### src/rtl/uart_pkg.sv
// Shared UART definitions: parity encodings, receiver FSM states and a bit-vote helper.
package uart_pkg;

    localparam int unsigned PAR_NONE = 0;
    localparam int unsigned PAR_ODD  = 1;
    localparam int unsigned PAR_EVEN = 2;

    typedef enum logic [2:0] {
        StIdle,
        StStart,
        StData,
        StParity,
        StStop,
        StBreak
    } state_e;

    function automatic logic maj3(input logic a, input logic b, input logic c);
        return (a & b) | (a & c) | (b & c);
    endfunction

endpackage

### src/rtl/uart_baud_tick.sv
// Oversample tick generator: one tick every baud_div_i+1 clocks, restartable by clear_i.
module uart_baud_tick (
    input  logic        clk_i,
    input  logic        rst_i,
    input  logic        clear_i,
    input  logic [15:0] baud_div_i,
    output logic        tick_o
);

    logic [15:0] cnt_q, cnt_d;

    assign tick_o = (cnt_q == 16'd0) && !clear_i;

    always_comb begin
        cnt_d = cnt_q - 16'd1;
        if (clear_i || (cnt_q == 16'd0)) begin
            cnt_d = baud_div_i;
        end
    end

    always_ff @(posedge clk_i or posedge rst_i) begin
        if (rst_i) begin
            cnt_q <= 16'd0;
        end else begin
            cnt_q <= cnt_d;
        end
    end

endmodule

### src/rtl/uart_rx_os.sv
// Oversampling UART receiver with majority-vote sampling, parity/stop checks,
// break detection and a single-entry valid/ready holding register.
module uart_rx_os
    import uart_pkg::*;
#(
    parameter int unsigned DATA_BITS  = 8,
    parameter int unsigned PARITY     = PAR_NONE,
    parameter int unsigned STOP_BITS  = 1,
    parameter int unsigned OVERSAMPLE = 16
) (
    input  logic                 Clock,
    input  logic                 Reset,
    input  logic [15:0]          BaudDiv,
    input  logic                 Rx,
    output logic [DATA_BITS-1:0] RxData,
    output logic                 RxValid,
    input  logic                 RxReady,
    output logic                 FrameError,
    output logic                 ParityError,
    output logic                 Overrun,
    output logic                 Busy
);

    localparam int unsigned SW = $clog2(OVERSAMPLE);
    localparam logic [SW-1:0] SmpA   = SW'(OVERSAMPLE / 2 - 1);
    localparam logic [SW-1:0] SmpB   = SW'(OVERSAMPLE / 2);
    localparam logic [SW-1:0] SmpC   = SW'(OVERSAMPLE / 2 + 1);
    localparam logic [SW-1:0] SmpEnd = SW'(OVERSAMPLE - 1);

    state_e               state_q, state_d;
    logic [1:0]           sync_q, sync_d;
    logic [SW-1:0]        scnt_q, scnt_d;
    logic [3:0]           bit_q, bit_d;
    logic                 stop_q, stop_d;
    logic [1:0]           smp_q, smp_d;
    logic [DATA_BITS-1:0] shift_q, shift_d, data_q, data_d;
    logic                 par_q, par_d, perr_q, perr_d, ferr_q, ferr_d, zstop_q, zstop_d;
    logic                 valid_q, valid_d, fe_q, fe_d, pe_q, pe_d, ovr_q, ovr_d;
    logic                 rx_s, tick, restart, vote, mid, bend, done, fe_now, zs_now;

    assign rx_s    = sync_q[1];
    assign restart = (state_q == StIdle) && !rx_s;
    assign vote    = maj3(smp_q[1], smp_q[0], rx_s);
    assign mid     = tick && (scnt_q == SmpC);
    assign bend    = tick && (scnt_q == SmpEnd);

    uart_baud_tick u_tick (
        .clk_i      (Clock),
        .rst_i      (Reset),
        .clear_i    (restart),
        .baud_div_i (BaudDiv),
        .tick_o     (tick)
    );

    always_comb begin
        state_d = state_q;
        sync_d  = {sync_q[0], Rx};
        scnt_d  = scnt_q;
        bit_d   = bit_q;
        stop_d  = stop_q;
        smp_d   = smp_q;
        shift_d = shift_q;
        par_d   = par_q;
        perr_d  = perr_q;
        ferr_d  = ferr_q;
        zstop_d = zstop_q;
        data_d  = data_q;
        valid_d = valid_q;
        fe_d    = fe_q;
        pe_d    = pe_q;
        ovr_d   = ovr_q;
        done    = 1'b0;
        fe_now  = ferr_q | ~vote;
        zs_now  = zstop_q & ~vote;

        if (tick && (state_q != StIdle) && (state_q != StBreak)) begin
            scnt_d = (scnt_q == SmpEnd) ? '0 : scnt_q + SW'(1);
            if (scnt_q == SmpA) smp_d[1] = rx_s;
            if (scnt_q == SmpB) smp_d[0] = rx_s;
        end

        unique case (state_q)
            StIdle: begin
                if (restart) begin
                    state_d = StStart;
                    scnt_d  = '0;
                    bit_d   = 4'd0;
                    stop_d  = 1'b0;
                    par_d   = 1'b0;
                    perr_d  = 1'b0;
                    ferr_d  = 1'b0;
                    zstop_d = 1'b1;
                end
            end
            StStart: begin
                if (mid && vote) state_d = StIdle;
                else if (bend)   state_d = StData;
            end
            StData: begin
                if (mid) begin
                    shift_d = {vote, shift_q[DATA_BITS-1:1]};
                    par_d   = par_q ^ vote;
                end
                if (bend) begin
                    if (bit_q == 4'(DATA_BITS - 1)) begin
                        state_d = (PARITY != PAR_NONE) ? StParity : StStop;
                    end else begin
                        bit_d = bit_q + 4'd1;
                    end
                end
            end
            StParity: begin
                if (mid)  perr_d  = (par_q ^ vote) != (PARITY == PAR_ODD);
                if (bend) state_d = StStop;
            end
            StStop: begin
                // The frame completes at the mid-bit vote of the last stop bit.
                if (mid) begin
                    ferr_d  = fe_now;
                    zstop_d = zs_now;
                    if (stop_q == 1'(STOP_BITS - 1)) begin
                        done    = 1'b1;
                        state_d = (zs_now && (shift_q == '0)) ? StBreak : StIdle;
                    end
                end
                if (bend) stop_d = 1'b1;
            end
            StBreak: begin
                if (rx_s) state_d = StIdle;
            end
            default: state_d = StIdle;
        endcase

        if (valid_q && RxReady) begin
            valid_d = 1'b0;
            ovr_d   = 1'b0;
        end
        if (done) begin
            if (!valid_q || RxReady) begin
                data_d  = shift_q;
                fe_d    = fe_now;
                pe_d    = perr_q;
                valid_d = 1'b1;
            end else begin
                ovr_d = 1'b1;
            end
        end
    end

    always_ff @(posedge Clock or posedge Reset) begin
        if (Reset) begin
            state_q <= StIdle;
            sync_q  <= 2'b11;
            scnt_q  <= '0;
            bit_q   <= 4'd0;
            stop_q  <= 1'b0;
            smp_q   <= 2'b00;
            shift_q <= '0;
            par_q   <= 1'b0;
            perr_q  <= 1'b0;
            ferr_q  <= 1'b0;
            zstop_q <= 1'b0;
            data_q  <= '0;
            valid_q <= 1'b0;
            fe_q    <= 1'b0;
            pe_q    <= 1'b0;
            ovr_q   <= 1'b0;
        end else begin
            state_q <= state_d;
            sync_q  <= sync_d;
            scnt_q  <= scnt_d;
            bit_q   <= bit_d;
            stop_q  <= stop_d;
            smp_q   <= smp_d;
            shift_q <= shift_d;
            par_q   <= par_d;
            perr_q  <= perr_d;
            ferr_q  <= ferr_d;
            zstop_q <= zstop_d;
            data_q  <= data_d;
            valid_q <= valid_d;
            fe_q    <= fe_d;
            pe_q    <= pe_d;
            ovr_q   <= ovr_d;
        end
    end

    assign RxData      = data_q;
    assign RxValid     = valid_q;
    assign FrameError  = fe_q;
    assign ParityError = pe_q;
    assign Overrun     = ovr_q;
    assign Busy        = (state_q != StIdle);

endmodule

### config.mk
export PLATFORM = sky130hd
export DESIGN_NAME = uart_rx_os
export DESIGN_NICKNAME = d
export VERILOG_FILES = /design/src/rtl/uart_pkg.sv /design/src/rtl/uart_baud_tick.sv /design/src/rtl/uart_rx_os.sv
export SDC_FILE = /design/constraint.sdc
export NUM_CORES = 1
export LEC_CHECK = 0
export CORE_ASPECT_RATIO = 0.8
export CORE_UTILIZATION = 35
export CTS_BUF_LIST = sky130_fd_sc_hd__clkbuf_8
export DETAILED_ROUTE_END_ITERATION = 6
export REMOVE_ABC_BUFFERS = 1
export SETUP_SLACK_MARGIN = 0.5
export SLEW_MARGIN = 10
export SYNTH_ARGS = -nofsm -noshare
export SYNTH_HDL_FRONTEND = slang
export SYNTH_SLANG_ARGS = --single-unit
### constraint.sdc
create_clock -name Clock -period 2.5 [get_ports Clock]
set_clock_uncertainty 0.05 [all_clocks]
set_input_delay 0.5 -clock Clock [delete_from_list [all_inputs] [get_ports Clock]]
set_output_delay 0.5 -clock Clock [all_outputs]
set_load 0.01 [all_outputs]
After elaboration in Yosys (flattened, before gate mapping). Cells that the tools add are included.

Memory bits (writable): 0. Output and inout port bits: 13. ROM bits: 0. Memories: 0. Logic and storage cells: 124. Input bits: 20. Bits in latches: 0. Flip-flop bits (word level): 56.

Order comparisons: 0. Multiplexer cells: 40. Bitwise operators: 9. Add/subtract/negate cells: 3. Multipliers: 0. Reductions and logical operators: 31. Div/mod/pow operators: 0. Eq/ne operators: 23. Shifts and indexed selects: 0.

Operators with widths (number): 3-bit two-way mux (10); 4-bit two-way mux (7); 2-bit != test (second input constant) (10); 3-bit case mux with 6 select lines (1); 16-bit logical NOT (1); 16-bit two-way mux (1); 16-bit by 1-bit subtractor with 16-bit output (second input constant) (1); 1-bit two-way mux (15); 4-bit equality test (second input constant) (3); 3-bit AND reduction (4); 1-bit case mux with 2 select lines (5); 1-bit logical AND (9); 4-bit by 1-bit adder with 4-bit output (second input constant) (2); 4-bit by 3-bit equality test with 1-bit output (second input constant) (2); 8-bit logical NOT (1); 4-bit case mux with 2 select lines (1); 2-bit AND reduction (4); 8-bit AND reduction (1); 3-bit by 2-bit equality test with 1-bit output (second input constant) (2); 3-bit equality test (second input constant) (2); 3-bit != test (second input constant) (2); 2-bit nonzero test (3); 1-bit AND (4); 4-bit AND reduction (1); other kinds (9) (14).

Logic depth before layout (Yosys ltp).
Depth in word-level cells: 10. Mapped depth: 10. Gate-level depth less buffers: 7.

By module. Synthesis repeated with hierarchy kept, for this count alone.

Cell total of the unflattened synthesis: 255. Area total of the unflattened synthesis: 2758.9 µm².

Modules (own cells, without submodules): uart_rx_os (area each 1906.8 µm², times used 1, sequential area each 1003.5 µm², cells an instance 162); uart_baud_tick (area each 852.1 µm², times used 1, sequential area each 400.4 µm², cells an instance 93).

Worst setup path after synthesis. Ideal clock, no wire load.

Kind: reg2reg. Start: reg u_tick.cnt_q[8]. End: reg fe_q (netlist: FrameError). Setup time: 125 ps. Path buffers: 1. Clock period less this slack: 2030 ps. Arrival time: 1855 ps. Slack: 470 ps. Cell stages (with the launch flop): 7. Data required time: 2325 ps. Path through: dfrtp_1 -> nor4_1 -> and4_1 -> buf_4 -> nand3b_4 -> nor3_4 -> mux2_2.

Longest elaborated chain between the ends: 6.

Ends and longest elaborated chain: start: declaration (line uart_baud_tick.sv:10) `logic [15:0] cnt_q, cnt_d;`; start signal: assignment (line uart_baud_tick.sv:25) `cnt_q <= cnt_d;`; 16-bit logical NOT (line uart_baud_tick.sv:12) `assign tick_o = (cnt_q == 16'd0) && !clear_i;`; 1-bit logical AND (line uart_baud_tick.sv:12); 1-bit logical AND (line uart_rx_os.sv:44) `assign mid = tick && (scnt_q == SmpC);`; 1-bit two-way mux (line uart_rx_os.sv:118) `if (mid) begin`; 1-bit two-way mux (line uart_rx_os.sv:82) `unique case (state_q)`; 2-bit AND reduction (no source line); end signal: assignment (line uart_rx_os.sv:165) `fe_q <= 1'b0;`; end signal: assignment (line uart_rx_os.sv:182) `fe_q <= fe_d;`; end: declaration (line uart_rx_os.sv:38) `logic valid_q, valid_d, fe_q, fe_d, pe_q, pe_d, ovr_q, ovr_d;`.

No other way between the ends. A chain may end at the register's enable or synchronous reset.

Worst setup path in the final report.
Start: reg u_tick.cnt_q[3]. End: reg smp_q[1].

Longest elaborated chain between the ends: 5.

Ends and longest elaborated chain: 16-bit logical NOT (line uart_baud_tick.sv:12); 1-bit logical AND (line uart_baud_tick.sv:12); 1-bit logical AND (2 in a row) (line uart_rx_os.sv:76) `if (tick && (state_q != StIdle) && (state_q != StBreak)) begin`; 2-bit AND reduction (no source line); end signal: assignment (line uart_rx_os.sv:174) `smp_q <= smp_d;`; end: declaration (line uart_rx_os.sv:35) `logic [1:0] smp_q, smp_d;`.

No other way between the ends.

==> summary.txt <==
Run status
  • Outcome: finished, final reports clean

Placed design
  • Detailed Place HPWL: between 3000 and 4000 um
  • Placer Congestion: roughly 0.84
  • Port bufs: 32
  • Dpl cell area: approximately 3300 sq um

STA
  • RSZ-0062 raised after global routing: yes
  • Relative slew slack: 67.3%
  • Max Fclk: a little under 0.5 GHz
  • Final Critical Period: around 2.1 ns
  • Setup_tns: 0 ns
  • Final hold violation count: 0
  • Fin crit share: around 83%
  • Min Hold Slack: roughly 0.31 ns
  • Worst-Margin Slew: about 0.49 ns
  • Endpoints failing setup: 0
  • Slew Limit Fails: 0

Power and ir drop
  • P_leak: about 1.6 nW
  • Power per cell area: 546 nW/um^2
  • Maximum resistive drop on vdd: 310 uV

Floorplan
  • Die area: ~8500 sq um
  • Row Count: 29
  • Core area: around 7900 sq um
  • IO Pins: 33
  • Die height: about 83 um
  • Starting Density: 36.1%
  • Die Width: approximately 100 um

Flow run
  • Max Cap Viol: 0

Yosys
  • Yosys warning count: 0
  • Distinct cells, synth: 52
  • Syn Std Cell Area: 2860 sq um
  • Fraction of the yosys area taken by sequential cells: between 40 and 50%
  • Most used flip-flop cell after synthesis: dfrtp_1
  • EDFF count, synth: 0
  • Mapped Avg Cell Area: about 10 sq um
  • Number of synthesized register bits: 56
  • Mapped Cells: about 270
  • Share of flip-flops with an asynchronous set or reset: 100%

Clocking
  • # hold bufs at CTS: 0
  • # clock sinks: 56
  • Latest clock arrival within the worst-skew pair: 0.31 ns
  • Clk slew on worst S/H paths: 0.09 ns
  • CTS tree: yes
  • Root buffer cell: clkbuf_8
  • H-tree levels: 2
  • CTS Buf Count: 5
  • CTS Buffer Depth: 2

Route
  • WL/cell: ~14 um
  • Via/cell ratio: around 5
  • Vias: between 2000 and 2500
  • ANT nets after route: 0
  • DRT iter0 DRCs: slightly below 100
  • Post-route DRC violation count: 0
  • DR pass1 iterations: 5
  • DRT Wirelength: ~6300 um

Critical path
  • Critical path endpoint category: register
  • Reg2reg end: smp_q[1]
  • Worst Path Required: 2.64 ns
  • Worst r2r src: u_tick.cnt_q[3]
  • Reg2reg setup slack: between 0.4 and 0.5 ns
  • CP Launch Type: register
  • Critical path class: reg -> reg
  • Critical path peak fanout: 5
  • Arrival @ worst endpoint: approximately 2.2 ns
  • R2R cell count: 5

Cells and area
  • Diodes inserted: 0
  • Layout cell share with drive strength beyond 1: 28.1%
  • Area Overhead vs Synth: 33.4%
  • # nets final: between 300 and 400
  • Most frequent cells in the layout: 50 x dfrtp_1, 34 x nand2_1, 31 x clkdlybuf4s50_1
  • Commonest non-fill, non-tap cell in the layout: dfrtp_1
  • Fill cell count: 758
  • Design area: 3810 sq um

Global routing
  • GRT Util Overall: around 15%
  • Largest net degree at the start of global routing: 33
  • Number of global-route vias before repair: 2140
  • Grt ovf: 0
  • First-pass GRT wire length: roughly 10000 um
  • Initial antenna violation count: 0

Hold path
  • Hold EP: sync_q[1]
  • Hold Crit Depth: 0
  • Hold Crit Start: sync_q[0]
  • Worst Hold Class: reg -> reg
==> layer usage <==
| metal | routed length, um | track usage, % | part of all wire (%) |
|---|---|---|---|
| met1 | 3120 | 23.2 | 49 |
| met2 | 2800 | 22.9 | 44 |
| met3 | 284 | 3.11 | 4.5 |
| met4 | 101 | 3.07 | 1.6 |
| met5 | 0 | 0 | 0 |
==> how the worst max path moves through the flow <==
stage                     cells past startpoint         end       startpoint
after global placement                        6  state_q[0]  u_tick.cnt_q[4]
after CTS                                     6   RxData[4]  u_tick.cnt_q[3]
after global routing                          6  state_q[0]  u_tick.cnt_q[3]
final                                         5    smp_q[1]  u_tick.cnt_q[3]
after floorplan                               5  FrameError  u_tick.cnt_q[8]
after detailed placement                      6  state_q[0]  u_tick.cnt_q[4]
==> stage by stage <==
| step | utilization [%] | total power [mW] | setup WS, ns | instances |
|---|---|---|---|---|
| after floorplan | - | 1.27 | 0.248 | 263 |
| after global placement | 41.9 | 1.36 | 0.236 | 409 |
| after detailed placement | 41.9 | 1.37 | 0.220 | 409 |
| after CTS | 46.2 | 2.06 | 0.425 | 431 |
| after global routing | 48.2 | 2.19 | 0.343 | 443 |
| final | 48.2 | 2.08 | 0.429 | 443 |
==> cells in the mapped netlist, drive strengths merged, types with 5 or more instances <==
master	n	area (sq um)
nor2b	6	37.5
xor2	10	87.6
nand3b	8	72.6
xnor2	6	52.6
ha	6	75.1
nand3	13	70.1
a21oi	6	30.0
mux2	19	214
nor2	16	60.1
o21ai	24	120
dfrtp	54	1350
inv	8	30.0
nor4	5	52.6
buf	7	48.8
nand2	34	128
==> report_power, final <==
group	switching (mW)	internal (mW)
clock network	0.292	0.354
logic	0.131	0.172
registers	0.132	1.00
==> final cells by class <==
class,count,area [sq um],area share [%]
Multi-Input combinational cell,200,1540,40.2
Sequential cell,56,1410,36.9
Timing Repair Buffer,63,579,15.2
Tap cell,108,135,3.54
Clock buffer,7,96.3,2.53
Clock inverter,1,30.0,0.787
Inverter,8,30.0,0.787
==> timing repair <==
| item | CTS | global route |
|---|---|---|
| pin swaps | 5 | 3 |
| buffers inserted | 13 | 11 |
| setup endpoints to repair | 43 | 40 |
| gates cloned | 1 | 1 |
| resized for setup | 31 | 19 |
==> worst max-delay path: stages, from the launching register on <==
cell and delay [ns]:
dfrtp_2 0.44, nor4_4 0.35, and4_4 0.35, nand3_4 0.09, or3b_1 0.36, mux2_1 0.32
==> logic make-up (layout without fill, tap and decap cells) <==
| kind of cell | Yosys count | count (layout) | synth area share [%] |
|---|---|---|---|
| AO/OA/AOI/OAI | 43 | 43 | 8.93 |
| XOR/XNOR | 16 | 16 | 4.90 |
| adder cells (fa/ha/maj) | 7 | 7 | 2.98 |
| buffers and inverters | 18 | 79 | 3.15 |
| flip-flops | 56 | 56 | 49.1 |
| multiplexers | 21 | 21 | 8.18 |
| AND/OR/NAND/NOR | 112 | 113 | 22.8 |
==> flip-flops by register name, summed over array words and instances, names as in the netlist <==
signal,cells
state_q,3
smp_q,2
u_tick.cnt_q,16
par_q,1
zstop_q,1
RxValid,1
FrameError,1
scnt_q,4
ferr_q,1
RxData,8
bit_q,4
sync_q,2
Overrun,1
shift_q,8
ParityError,1
stop_q,1
perr_q,1
(Power assumes the default switching activity.)
